### src/rtl/reg_status_file.sv
// reg_status_file: architectural register file with per-register ROB rename status and commit bypass
module reg_status_file #(
  parameter int REG_ADDR_WIDTH = 5,
  parameter int Q_WIDTH = 4
) (
  input  logic                      clk_in,
  input  logic                      rst_n_in,
  input  logic                      rdy_in,
  input  logic                      has_issue,
  input  logic                      issue_modify_regfile,
  input  logic [REG_ADDR_WIDTH-1:0] issue_reg_addr,
  input  logic [Q_WIDTH-1:0]        issue_rob_pos,
  input  logic                      has_commit,
  input  logic                      commit_modify_regfile,
  input  logic [REG_ADDR_WIDTH-1:0] commit_reg_addr,
  input  logic [Q_WIDTH-1:0]        Commit_Q,
  input  logic [31:0]               Commit_V,
  input  logic                      flush_in,
  input  logic [REG_ADDR_WIDTH-1:0] rs1_addr,
  input  logic [REG_ADDR_WIDTH-1:0] rs2_addr,
  output logic                      rs1_busy,
  output logic                      rs2_busy,
  output logic [Q_WIDTH-1:0]        rs1_Q,
  output logic [Q_WIDTH-1:0]        rs2_Q,
  output logic [31:0]               rs1_V,
  output logic [31:0]               rs2_V
);
  localparam int N = 2 ** REG_ADDR_WIDTH;
  logic [31:0]        v [N];
  logic [Q_WIDTH-1:0] q [N];
  logic [N-1:0]       busy;
  logic cm, iw, clr, hit1, hit2;
  always_comb begin
    cm   = has_commit && commit_modify_regfile && commit_reg_addr != '0;
    iw   = has_issue && issue_modify_regfile && issue_reg_addr != '0 && !flush_in;
    clr  = cm && busy[commit_reg_addr] && q[commit_reg_addr] == Commit_Q;
    hit1 = clr && rs1_addr == commit_reg_addr;
    hit2 = clr && rs2_addr == commit_reg_addr;
    rs1_busy = rs1_addr != '0 && busy[rs1_addr] && !hit1;
    rs2_busy = rs2_addr != '0 && busy[rs2_addr] && !hit2;
    rs1_Q = rs1_busy ? q[rs1_addr] : '0;
    rs2_Q = rs2_busy ? q[rs2_addr] : '0;
    rs1_V = hit1 ? Commit_V : rs1_addr == '0 ? 32'h0 : v[rs1_addr];
    rs2_V = hit2 ? Commit_V : rs2_addr == '0 ? 32'h0 : v[rs2_addr];
  end
  always_ff @(posedge clk_in or negedge rst_n_in) begin
    if (!rst_n_in) begin
      busy <= '0;
      for (int i = 0; i < N; i++) begin
        v[i] <= '0;
        q[i] <= '0;
      end
    end else if (rdy_in) begin
      if (cm) v[commit_reg_addr] <= Commit_V;
      if (flush_in) begin
        busy <= '0;
        for (int i = 0; i < N; i++) q[i] <= '0;
      end else begin
        if (clr) begin
          busy[commit_reg_addr] <= 1'b0;
          q[commit_reg_addr]    <= '0;
        end
        if (iw) begin
          busy[issue_reg_addr] <= 1'b1;
          q[issue_reg_addr]    <= issue_rob_pos;
        end
      end
    end
  end
endmodule

### config.mk
export PLATFORM = sky130hd
export DESIGN_NAME = reg_status_file
export DESIGN_NICKNAME = d
export VERILOG_FILES = /design/src/rtl/reg_status_file.sv
export SDC_FILE = /design/constraint.sdc
export NUM_CORES = 2
export LEC_CHECK = 0
export CORE_MARGIN = 5
export CORE_UTILIZATION = 34
export DETAILED_ROUTE_END_ITERATION = 12
export MAX_ROUTING_LAYER = met4
export REMOVE_ABC_BUFFERS = 1
export SETUP_SLACK_MARGIN = 0.15
export SLEW_MARGIN = 0
export SYNTH_ARGS = -nofsm -noshare
export SYNTH_HDL_FRONTEND = slang
export SYNTH_SLANG_ARGS = --single-unit
### constraint.sdc
create_clock -name clk_in -period 9.1 [get_ports clk_in]
set_clock_uncertainty 0.1 [all_clocks]
set_input_delay 1.365 -clock clk_in [delete_from_list [all_inputs] [get_ports clk_in]]
set_output_delay 1.365 -clock clk_in [all_outputs]
set_load 0.01 [all_outputs]
# Word level (Yosys, flattened, before mapping)
# Cells that the tools add are included.
# totals
regBits	1184
input_bits	68
wordCells	165
# op_classes
magnitude_cmp	12
n_eq_ne	3
muxes	49
n_bitwise	9
n_reduce_logical	27
# op_table
op	count
$bwmux 1024	1
$mux 128	5
$mux 32	14
$bmux 32 s5	2
$demux 32 s5	1
$and 128x128->128	1
$bwmux 128	1
$not 128->128	1
$bmux 4 s5	3
$demux 4 s5	2
$mux 4	10
$and 32x32->32	1
$not 32->32	1
$or 32x32->32	1
$ge 6x6->1 const B	4
$lt 5x6->1 const B	4
$not 5->6	4
$reduce_bool 5->1	4
$logic_and 1x1->1	17
$bmux 1 s5	3
$lt 6x1->1 const B	2
$demux 1 s5	2
$eq 5x5->1	2
$ge 5x1->1 const B	2
5 further kinds	12

# Depth between registers and ports, before layout
# depth
ltp_word	13
mapped_depth	13
ltp_nobuf	7

# Least setup slack after synthesis
# OpenSTA, ideal clock, no wires.
# synth_timing
path_kind	in2out
from	input port rs2_addr[0]
to	output port rs2_V[10]
arrival_ns	3.916
required_ns	7.635
setup_slack_ns	3.719
path_stages	8
path_cell_list	buf_2 buf_2 buf_1 mux4_2 mux4_2 mux2i_1 nor2_1 mux2_1
# synth_between
elab_chain_cells	6
# synth_rtl
item	line	text
from (decl)	20	input logic [REG_ADDR_WIDTH-1:0] rs2_addr,
$not 5->6 (not written as such)	44	rs2_V = hit2 ? Commit_V : rs2_addr == '0 ? 32'h0 : v[rs2_addr];
$bmux 32 s5	44	
$mux 32 (not written as such) (2 in a row)	44	
$mux 32	44	
$mux 32 (*)	44	
to (decl)	26	output logic [31:0] rs2_V
# Mark *: on every way between the ends. The rest lies on a longest branch, timed or not. The select of a mux whose other input is x is not followed.

# Worst setup path after layout
# layout_timing
from	input port commit_reg_addr[4]
to	output port rs1_V[24]
# layout_between
elab_chain_cells	8
# layout_rtl
item	line	text
from (decl)	15	input logic [REG_ADDR_WIDTH-1:0] commit_reg_addr,
$not 5->6 (not written as such)	36	clr = cm && busy[commit_reg_addr] && q[commit_reg_addr] == Commit_Q;
$bmux 4 s5	36	
$mux 4 (not written as such) (2 in a row)	36	
$eq 4x4->1	36	
$logic_and 1x1->1	36	
$logic_and 1x1->1 (*)	37	hit1 = clr && rs1_addr == commit_reg_addr;
$mux 32 (*)	43	rs1_V = hit1 ? Commit_V : rs1_addr == '0 ? 32'h0 : v[rs1_addr];
to (decl)	25	output logic [31:0] rs1_V,
# Marks and branches as above.

==> run metrics <==
status finished clean; Worst-Skew Late Latency 780 ps; final setup violation count 0; synth warn 0; DRT Pass-1 Iters 7; GRT Resource Usage Total 0.2151; Slew headroom 0.1348; Crit Reg-Reg Startpoint q[24]$_DFFE_PN0P_; Syn-to-layout area delta 12.70%; max_cap viols 0; post-synthesis cell type count 48; Fin Setup TNS 0 ps; DIE HEIGHT 456.9 µm; period utilization 0.8234; fin area 76510 µm²; Worst Path Max Fanout 34; sequential area share after synthesis 0.4364; number of CTS-inserted buffers 136; clk slew on worst S/H paths 60 ps; WS Path Type in -> out; CTS resizes 0; asr flop ratio synth 1.000; post-DP HPWL 129000 µm; hold buffer count at cts 0; most common flop cell mapped by yosys dfrtp_1; first-pass GRT wire length 326400 µm; DRC Markers 0; RR Endpoint q[28]$_DFFE_PN0P_; PortBufs 141; share of post-route cells with drive strength above 1 0.4583; count leader, synth dfrtp_1; Post-synth EDFFs 0; placer congestion estimate 0.9176; Initial DRC Count 4229; reg2reg setup slack 5630 ps; Die W 456.9 µm; crit path launch commit_reg_addr[4]; DIE AREA 208700 µm²; FP Rows 164; Setup Buffers After CTS 0; fin crit period 7493 ps; largest area contributor in the netlist dfrtp_1; pwr dens 180.6 nW/µm²; # IOs 142; top cells by area, synth dfrtp_1, mux4_2, mux2_2, mux2i_1, clkbuf_1; final antenna-violating net count 0; Worst setup SP type primary input; CTS tree built; highest clock rate 0.1335 GHz; WHS Path Cells 0; Post-DP Area 71760 µm²; Post-Route WL 221300 µm; Vias/cell 6.002; Clock Tree Buf Depth 3; Pleak 0.03294 µW; nets 4616; Core Area 199200 µm²; Commonest cells post-synth dfrtp_1, mux2_2, mux4_2; crit path to rs1_V[24]; Max VDD drop 0.0001880 V; WP data required 7640 ps; number of global-route vias before repair 45670; htree depth 4; syn avg cell area 14.49 µm²; largest net degree at the start of global routing 176; share of the synthesized area in the top cell type 0.4364; Worst Setup End Kind output port; Cell Area, Synth 67890 µm²; Synth Register Bits 1184; starting density of the core 0.3407; clock sinks 1184; Overflow after GRT 0; actual slew at the worst max-slew pin 1294 ps; worst reg2reg path depth 8; unrepaired setup endpoints after global routing false; CTS Root Cell clkbuf_16; Fin Hold WS 288.7 ps; final max-slew violation count 0; Tightest Hold Check Type reg -> reg; drt wl/cell 30.26 µm; Final Hold Violating Endpoints 0; data arrival time of the worst path 6030 ps; vias post-DR 43900; post-synthesis cell count 4685; initial antenna violation count 5
==> worst max-delay path: stages <==
cell and delay [ps]:
clkdlybuf4s50_1 1300, or4b_2 360, o22ai_1 140, nor4_1 600
and3b_1 320, o2111ai_4 170, nor3_4 490, buf_12 380
mux2_1 370, clkdlybuf4s50_1 490
==> how the worst min path moves through the flow <==
stage / from / to / slack [ps]
after global placement: v[1023]$_DFFE_PN0P_ / v[1023]$_DFFE_PN0P_ / 280
final: v[1004]$_DFFE_PN0P_ / v[1004]$_DFFE_PN0P_ / 290
after floorplan: v[1000]$_DFFE_PN0P_ / v[1000]$_DFFE_PN0P_ / 270
after CTS: v[1004]$_DFFE_PN0P_ / v[1004]$_DFFE_PN0P_ / 300
after global routing: v[1008]$_DFFE_PN0P_ / v[1008]$_DFFE_PN0P_ / 310
after detailed placement: v[1004]$_DFFE_PN0P_ / v[1004]$_DFFE_PN0P_ / 280
==> metrics by stage <==
step	cells	total power, µW	setup WS, ps	utilization
final	7314	13820	1607	0.3840
after global routing	7313	14320	1385	0.3840
after CTS	7312	13930	1621	0.3840
after detailed placement	7066	8089	1635	0.3601
after global placement	7066	8027	1626	0.3601
after floorplan	4165	7133	1495	-
==> registers in the layout, summed over array words and instances (netlist names) <==
register / cells
q: 128
busy: 32
v: 1024
==> logic make-up after synthesis <==
| family | count (synthesis) | synth area share |
|---|---|---|
| AO/OA/AOI/OAI | 377 | 0.03483 |
| flip-flops | 1184 | 0.4364 |
| AND/OR/NAND/NOR | 638 | 0.05004 |
| buffers and inverters | 525 | 0.03251 |
| XOR/XNOR | 11 | 0.001419 |
| multiplexers | 1950 | 0.4448 |
==> area by class of cell <==
cell class | instances | area (µm²)
sequential | 1184 | 29630
timing repair buffer | 245 | 2475
tap | 2656 | 3323
clock buffer | 201 | 4081
fill | 18520 | 122700
antenna | 2 | 5.005
clock inverter | 45 | 669.4
multi-input combinational | 2976 | 36310
inverter | 5 | 18.77
==> placed cells by master (no fill, tap or decap), types with 32 or more instances in the layout <==
| master | count |
|---|---|
| clkdlybuf4s50_1 | 127 |
| nor3b_1 | 91 |
| dfrtp_1 | 1184 |
| mux2i_1 | 146 |
| nor2b_1 | 149 |
| nor2_1 | 107 |
| nand2_1 | 173 |
| o22ai_1 | 32 |
| o21ai_0 | 45 |
| a21oi_1 | 149 |
| buf_4 | 87 |
| mux2_1 | 60 |
| clkbuf_8 | 37 |
| mux4_2 | 748 |
| clkbuf_16 | 139 |
| mux2_2 | 996 |
| o211ai_1 | 32 |
| o31ai_1 | 88 |
==> power breakdown <==
part	leakage, µW	internal [µW]	total [µW]	switching, µW
Sequential	0.0162	5680	6040	362
Clock	0.00233	3400	5820	2420
Combinational	0.0144	1040	1950	909
Total	0.0329	10100	13800	3690
==> routing by layer <==
| metal | vias up | share of wire | routed length, µm | global-route usage |
|---|---|---|---|---|
| li1 | 17830 | - | - | - |
| met1 | 24090 | 0.43 | 95320 | 0.2923 |
| met2 | 1595 | 0.47 | 104800 | 0.3330 |
| met3 | 375 | 0.063 | 13980 | 0.03680 |
| met4 | 0 | 0.033 | 7242 | 0.06420 |
| met5 | - | 0 | 0 | - |
Power figures use the tool's default switching activity.
